--- src/rtl/bram_arb_pkg.sv ---
// Shared BRAM geometry and master encodings for the block-RAM arbiter, SoC top and DMA engine.
package bram_arb_pkg;

  localparam int unsigned DATA_W     = 32;
  localparam int unsigned BE_W       = DATA_W / 8;
  localparam int unsigned ADDR_W_DEF = 12;
  localparam int unsigned CNT_W      = 8;
  localparam int unsigned N_MST      = 2;

  typedef enum logic {
    MST_CPU = 1'b0,
    MST_DMA = 1'b1
  } mst_e;

  // Increment that sticks at lim instead of wrapping.
  function automatic logic [CNT_W-1:0] sat_inc(input logic [CNT_W-1:0] v,
                                               input logic [CNT_W-1:0] lim);
    return (v >= lim) ? lim : v + CNT_W'(1);
  endfunction

endpackage

--- src/rtl/bram_arb_rr_sel.sv ---
// Grant selection with sticky ownership and a burst limit; purely combinational.
module bram_arb_rr_sel
  import bram_arb_pkg::*;
#(
  parameter int unsigned MAX_BURST = 8
) (
  input  logic [N_MST-1:0] req_i,
  input  mst_e             owner_i,
  input  logic [CNT_W-1:0] burst_cnt_i,
  output logic             gnt_vld_o,
  output mst_e             gnt_idx_o,
  output logic [N_MST-1:0] gnt_o,
  output logic [CNT_W-1:0] burst_cnt_d_o
);

  localparam logic [CNT_W-1:0] MAX_CNT = CNT_W'(MAX_BURST);

  logic other_req;

  always_comb begin
    gnt_vld_o     = 1'b0;
    gnt_idx_o     = owner_i;
    burst_cnt_d_o = '0;
    other_req     = 1'b0;

    case (req_i)
      2'b01: begin
        gnt_vld_o = 1'b1;
        gnt_idx_o = MST_CPU;
      end
      2'b10: begin
        gnt_vld_o = 1'b1;
        gnt_idx_o = MST_DMA;
      end
      2'b11: begin
        gnt_vld_o = 1'b1;
        // Owner keeps the RAM until it has used up its burst allowance.
        gnt_idx_o = (burst_cnt_i == MAX_CNT) ? mst_e'(~owner_i) : owner_i;
      end
      default: ;
    endcase

    other_req = (gnt_idx_o == MST_CPU) ? req_i[1] : req_i[0];

    if (gnt_vld_o) begin
      if ((gnt_idx_o != owner_i) || !other_req) begin
        burst_cnt_d_o = CNT_W'(1);
      end else begin
        burst_cnt_d_o = sat_inc(burst_cnt_i, MAX_CNT);
      end
    end
  end

  assign gnt_o = {gnt_vld_o & (gnt_idx_o == MST_DMA),
                  gnt_vld_o & (gnt_idx_o == MST_CPU)};

endmodule

--- src/rtl/bram_arb.sv ---
// Two-master arbiter sharing one single-port 32-bit BRAM between the CPU and the DMA engine.
module bram_arb
  import bram_arb_pkg::*;
#(
  parameter int unsigned ADDR_W    = ADDR_W_DEF,
  parameter int unsigned MAX_BURST = 8
) (
  input  logic              clk,
  input  logic              reset,
  input  logic              m0_req,
  input  logic [BE_W-1:0]   m0_wen,
  input  logic [ADDR_W-1:0] m0_addr,
  input  logic [DATA_W-1:0] m0_wdata,
  output logic              m0_hold,
  output logic              m0_gnt,
  output logic              m0_rvalid,
  output logic [DATA_W-1:0] m0_rdata,
  input  logic              m1_req,
  input  logic [BE_W-1:0]   m1_wen,
  input  logic [ADDR_W-1:0] m1_addr,
  input  logic [DATA_W-1:0] m1_wdata,
  output logic              m1_gnt,
  output logic              m1_rvalid,
  output logic [DATA_W-1:0] m1_rdata,
  output logic [BE_W-1:0]   mem_wen,
  output logic [ADDR_W-1:0] mem_addr,
  output logic [DATA_W-1:0] mem_wdata,
  input  logic [DATA_W-1:0] mem_rdata
);

  logic [N_MST-1:0] req;
  logic             gnt_vld;
  mst_e             gnt_idx;
  logic [N_MST-1:0] gnt;
  logic [BE_W-1:0]  sel_wen;

  mst_e             owner_q, owner_d;
  logic [CNT_W-1:0] burst_cnt_q, burst_cnt_d;
  logic             rd_pend_q, rd_pend_d;
  mst_e             rd_who_q, rd_who_d;

  // Requests are masked in reset so grants, write enables and hold all read 0.
  assign req = {m1_req, m0_req} & {N_MST{reset}};

  bram_arb_rr_sel #(
    .MAX_BURST (MAX_BURST)
  ) u_rr_sel (
    .req_i         (req),
    .owner_i       (owner_q),
    .burst_cnt_i   (burst_cnt_q),
    .gnt_vld_o     (gnt_vld),
    .gnt_idx_o     (gnt_idx),
    .gnt_o         (gnt),
    .burst_cnt_d_o (burst_cnt_d)
  );

  always_comb begin
    sel_wen   = m0_wen;
    mem_addr  = m0_addr;
    mem_wdata = m0_wdata;
    if (gnt_vld && (gnt_idx == MST_DMA)) begin
      sel_wen   = m1_wen;
      mem_addr  = m1_addr;
      mem_wdata = m1_wdata;
    end
    mem_wen   = gnt_vld ? sel_wen : '0;

    owner_d   = gnt_vld ? gnt_idx : owner_q;
    rd_pend_d = gnt_vld && (sel_wen == '0);
    rd_who_d  = rd_pend_d ? gnt_idx : rd_who_q;
  end

  always_ff @(posedge clk or negedge reset) begin
    if (!reset) begin
      owner_q     <= MST_CPU;
      burst_cnt_q <= '0;
      rd_pend_q   <= 1'b0;
      rd_who_q    <= MST_CPU;
    end else begin
      owner_q     <= owner_d;
      burst_cnt_q <= burst_cnt_d;
      rd_pend_q   <= rd_pend_d;
      rd_who_q    <= rd_who_d;
    end
  end

  assign m0_gnt    = gnt[0];
  assign m1_gnt    = gnt[1];
  assign m0_hold   = m0_req & ~gnt[0] & reset;
  assign m0_rvalid = rd_pend_q & (rd_who_q == MST_CPU);
  assign m1_rvalid = rd_pend_q & (rd_who_q == MST_DMA);
  assign m0_rdata  = mem_rdata;
  assign m1_rdata  = mem_rdata;

endmodule
--- config.mk ---
export PLATFORM = sky130hd
export DESIGN_NAME = bram_arb
export DESIGN_NICKNAME = d
export VERILOG_FILES = /design/src/rtl/bram_arb_pkg.sv /design/src/rtl/bram_arb_rr_sel.sv /design/src/rtl/bram_arb.sv
export SDC_FILE = /design/constraint.sdc
export NUM_CORES = 1
export LEC_CHECK = 0
export ABC_CLOCK_PERIOD_IN_PS = 2140
export CAP_MARGIN = 15
export CORE_MARGIN = 4
export CORE_UTILIZATION = 22
export CTS_CLUSTER_SIZE = 28
export DETAILED_ROUTE_END_ITERATION = 16
export HOLD_SLACK_MARGIN = 0.1
export MAX_ROUTING_LAYER = met4
export PLACE_DENSITY = 0.88
export SYNTH_ARGS = -nofsm -noshare
export SYNTH_HDL_FRONTEND = slang
export SYNTH_SLANG_ARGS = --single-unit
--- constraint.sdc ---
create_clock -name clk -period 2.14 [get_ports clk]
set_input_delay 0.214 -clock clk [delete_from_list [all_inputs] [get_ports clk]]
set_output_delay 0.214 -clock clk [all_outputs]
set_load 0.005 [all_outputs]
Word-level counts from Yosys, hierarchy flattened
Index checks and enable logic that the tools add are counted.

operators by class
  $add $sub $neg = 1
  $lt $le $gt $ge = 1
  equal/unequal tests = 5
  muxes and demuxes = 11
  bitwise operators = 11
  reduce and logical (&&, ||, !) cells = 6

operators with widths
  cell                 number
  $mux 32              1
  $mux 8               3
  $mux 12              1
  $add 8x1->8 const B  1
  $eq 8x4->1 const B   1
  $ge 8x4->1 const B   1
  $mux 4               2
  $and 1x1->1          6
  $eq 2x2->1 const B   2
  $logic_not 4->1      1
  $not 1->1            4
  $mux 1               3
  $pmux 1 s3           1
  $reduce_or 3->1      1
  $and 2x2->2          1
  $eq 2x1->1 const B   1
  $logic_and 1x1->1    2
  $logic_not 1->1      1
  $logic_or 1x1->1     1
  $ne 1x1->1           1

storage, ports and cells
  register bits = 11
  output and inout port bits = 117

Logic depth before layout (Yosys ltp)
  word-level depth = 8
  depth in mapped cells = 8
  depth with buffers taken out = 7

Hierarchy
A second synthesis with hierarchy kept.

second synthesis, totals
  cell total of the unflattened synthesis = 179
  area total of the unflattened synthesis = 1709.1 µm²

modules (own cells, without submodules)
  module           instances  cells each  area an instance (µm²)  seq. area each (µm²)
  bram_arb         1          145         1453.9                  275.3
  bram_arb_rr_sel  1          34          255.2                   0.0

Worst setup path before layout
No wires, ideal clock.

  path kind = register to output
  start = reg burst_cnt_q[4]
  end = out mem_addr[10]
  arrival = 2.065 ns
  required time = 1.926 ns
  slack = -0.139 ns
  stages on the path, launching flop included = 7
  buffers on the path = 2
  path through = dfrtp_1 -> or4_4 -> o21a_1 -> o311a_1 -> buf_6 -> buf_6 -> mux2_4

between the ends
  longest elaborated chain between the ends = 5

ends and longest elaborated chain
  element                 RTL line               RTL
  from (decl)             bram_arb.sv:38         logic [CNT_W-1:0] burst_cnt_q, burst_cnt_d;
  from (signal assigned)  bram_arb.sv:81         burst_cnt_q <= burst_cnt_d;
  $eq 8x4->1              bram_arb_rr_sel.sv:38  gnt_idx_o = (burst_cnt_i == MAX_CNT) ? mst_e'(~owner_i) : owner_i;
  $mux 1                  bram_arb_rr_sel.sv:38
  $pmux 1 s3              bram_arb_rr_sel.sv:26  case (req_i)
  $logic_and 1x1->1       bram_arb.sv:61         if (gnt_vld && (gnt_idx == MST_DMA)) begin
  $mux 12                 bram_arb.sv:61
  to (decl)               bram_arb.sv:26         output logic [ADDR_W-1:0] mem_addr,

No other way between the ends.

Worst setup path in the final report
  start = reg burst_cnt_q[4]
  end = out mem_addr[0]

Same word-level chain as after synthesis.

==> out/qor.yml <==
power:
  p_sw_share_pct: 26.6
  intPower_mw: 0.862
  power_mw: 1.17
  pwr-share-comb_pct: 62.7
  ir_worst_vdd_mv: 0.293
  seqPwrFrac_pct: 19.9
  p_leak_nw: 1.56
  power_density_mw_per_mm2: 336
  p_sw_mw: 0.312
  p_clk_share_pct: 17.3
clock_tree:
  cts_inserted_buffers: 3
  cts_sinks: 11
  h-tree-depth: 1
  cts_buffer_depth: 2
  insertion_delay_ns: 0.24
  hold_buffers: 0
  clockRootBuffer: "clkbuf_8"
  path_clk_slew_ns: 0.05
  cts_tree: "done"
sta:
  tns_ns: -24.40
  fin_crit_ns: 2.76
  finalCritPeriodShare_pct: 129
  rsz0062_at_grt: "yes"
  hold_viol_final: 0
  fmax_mhz: 363
  fin_ws_ns: -0.616
  slew_viol_final: 0
  worst_pin_slew_ns: 0.607
  finalClockSkew_ns: 0.000360
  setup_viol: 53
  relSlewSlack_pct: 59.1
  fin_hold_ws_ns: 0.368
placed_design:
  placed_cells: 381
  hpwl_um: 5630
  pre_cts_ws_ns: -0.646
  io_buffers: 152
  placedInstanceArea_mm2: 0.00300
  place.gp.congestion: 0.862
detailed_routing:
  num_vias: 1775
  via_per_inst: 4.29
  drtIter0Drc: 29
  drtAntennaViolNets: 0
  drc_errors: 0
  drt_wl_total_um: 7790
  routedWlPerCell_um: 18.8
  drt_first_pass_iters: 4
run:
  maxCapViolations: 0
synth:
  synth_warnings: 0
  syn_inst: 180
  async_reset_ff_share_pct: 100
  synth.distinct_cells: 32
  synth_area_mm2: 0.00174
  ys_seq_area_share_pct: 15.8
  synth.most_common_cell: "buf_4"
  yosys.area.top_type_share_pct: 27.6
  synthTopCellsByArea: "buf_4 (28%), mux2_4 (26%), dfrtp_1 (16%)"
  synth_edf_count: 0
  synth_seq_cells: 11
  synth_ff_type: "dfrtp_1"
  synth.avg_cell_area_um2: 9.66
  yosysTopAreaCell: "buf_4"
  synth_commonest_cells: "buf_4 (64), mux2_4 (30), mux2_2 (14), dfrtp_1 (11), nand3_1 (9)"
cells_and_area:
  areaGrowthSynthToFinish_pct: 101
  finalNonFillerCells: 414
  fin_nets: 447
  finish.utilization_pct: 45.5
  diodes: 0
  drive_above_1_share_pct: 51.3
  postLayoutCellArea_mm2: 0.00350
  fillCellCount: 718
floorplanning:
  coreArea_mm2: 0.00769
  start_util_pct: 22.6
  die_h_um: 96.9
  die-area_mm2: 0.00939
  io_pins: 249
  die_w_um: 96.9
  rows: 32
worst_setup_path:
  worstReg2RegStart: "burst_cnt_q[4]$_DFF_PN0_"
  reg2reg_slack_ns: -0.18
  crit_arrival_ns: 2.54
  timing.rr.end: "rd_who_q$_DFFE_PN0P_"
  crit_path_end_kind: "output pin"
  setup.worst_path.end: "mem_addr[0]"
  required_ns: 1.93
  worst-path-max-fanout: 7
  setup.worst_path.class: "register to output pin"
  start_kind: "register"
  startpoint: "burst_cnt_q[4]$_DFF_PN0_"
  rr_worst_depth: 9
run_status:
  status: "finished with violations"
  violations: "negative setup slack"
worst_hold_path:
  hold_class: "primary input to asynchronous set/reset pin"
global_routing:
  grt_max_degree: 21
  grt_usage_pct: 15.7
  grt-ovfl-total: 0
  antenna_found_initial: 0
  grt_pass1_wl_um: 11400
  first_global_vias: 2014
[area by class of cell]
class                           count  area, µm²  area share, %
Timing Repair Buffer              197       2010           57.6
Multi-Input combinational cell     95       1020           29.1
Inverter                            5       18.8          0.536
Clock buffer                        4       45.0           1.29
Tap cell                          102        128           3.65
Sequential cell                    11        275           7.87
[worst min path at each step]
stage | from | endpoint | slack (ns) | cells after the start
3_3_place_gp | mem_rdata[21] | m0_rdata[21] | 0.43 | 0
4_1_cts | reset | owner_q$_DFFE_PN0P_ | 0.37 | 2
5_1_grt | reset | burst_cnt_q[6]$_DFF_PN0_ | 0.38 | 2
3_5_place_dp | mem_rdata[21] | m0_rdata[21] | 0.43 | 0
6_report | reset | rd_who_q$_DFFE_PN0P_ | 0.37 | 2
2_1_floorplan | reset | burst_cnt_q[0]$_DFF_PN0_ | -0.08 | 0
[flip-flops by register name, indices dropped and copies added (netlist names)]
name         cells
rd_pend_q        1
owner_q          1
rd_who_q         1
burst_cnt_q      8
[routing by layer]
metal / routed length (µm) / vias up / global-route usage, %
li1: - / 818 / -
met3: 795 / 14 / 6.85
met2: 3810 / 133 / 25.7
met4: 97 / 0 / 3.89
met1: 3080 / 810 / 17.6
met5: 0 / - / -
[repair_timing]
action                                  in CTS  in global routing
pin swaps                                    6                  9
gates resized for setup                    254                 43
gates cloned                                 3                  0
buffers inserted                            24                 10
endpoints found under the setup margin      51                 54
[power by group through the flow]
| stage | logic (mW) | clock network (mW) | registers (mW) |
|---|---|---|---|
| floorplan | 0.295 | 0 | 0.233 |
| global placement | 0.592 | 0 | 0.235 |
| detailed placement | 0.597 | 0 | 0.234 |
| CTS | 0.698 | 0.209 | 0.234 |
| global route | 0.780 | 0.224 | 0.235 |
| finish | 0.737 | 0.203 | 0.234 |
[cell families after synthesis]
family	synth area share, %
buf+inv	32.2
mux	35.0
simple gates	9.07
compound gates	5.76
flops	15.8
fa+ha+maj	1.44
other cells	0.216
xor+xnor	0.504
[worst max-delay path, cell delays in order, from the launching register on]
cell and delay [ns]:
dfrtp_1 0.37, or4_4 0.54, o21a_1 0.21, o311a_4 0.36
buf_12 0.15, buf_8 0.13, buf_6 0.11, mux2_4 0.30
buf_6 0.12
[placed cells by master (no fill, tap or decap), types with 3 or more instances in the layout]
cell type,count
inv_1,5
buf_4,20
nor2_1,3
nand3_2,5
buf_2,11
buf_6,58
mux2_4,34
mux2_2,10
clkbuf_8,3
nor4_1,5
clkdlybuf4s50_1,101
nand3_1,4
dfrtp_1,11
buf_12,3
conb_1,4
(Power assumes the default switching activity.)
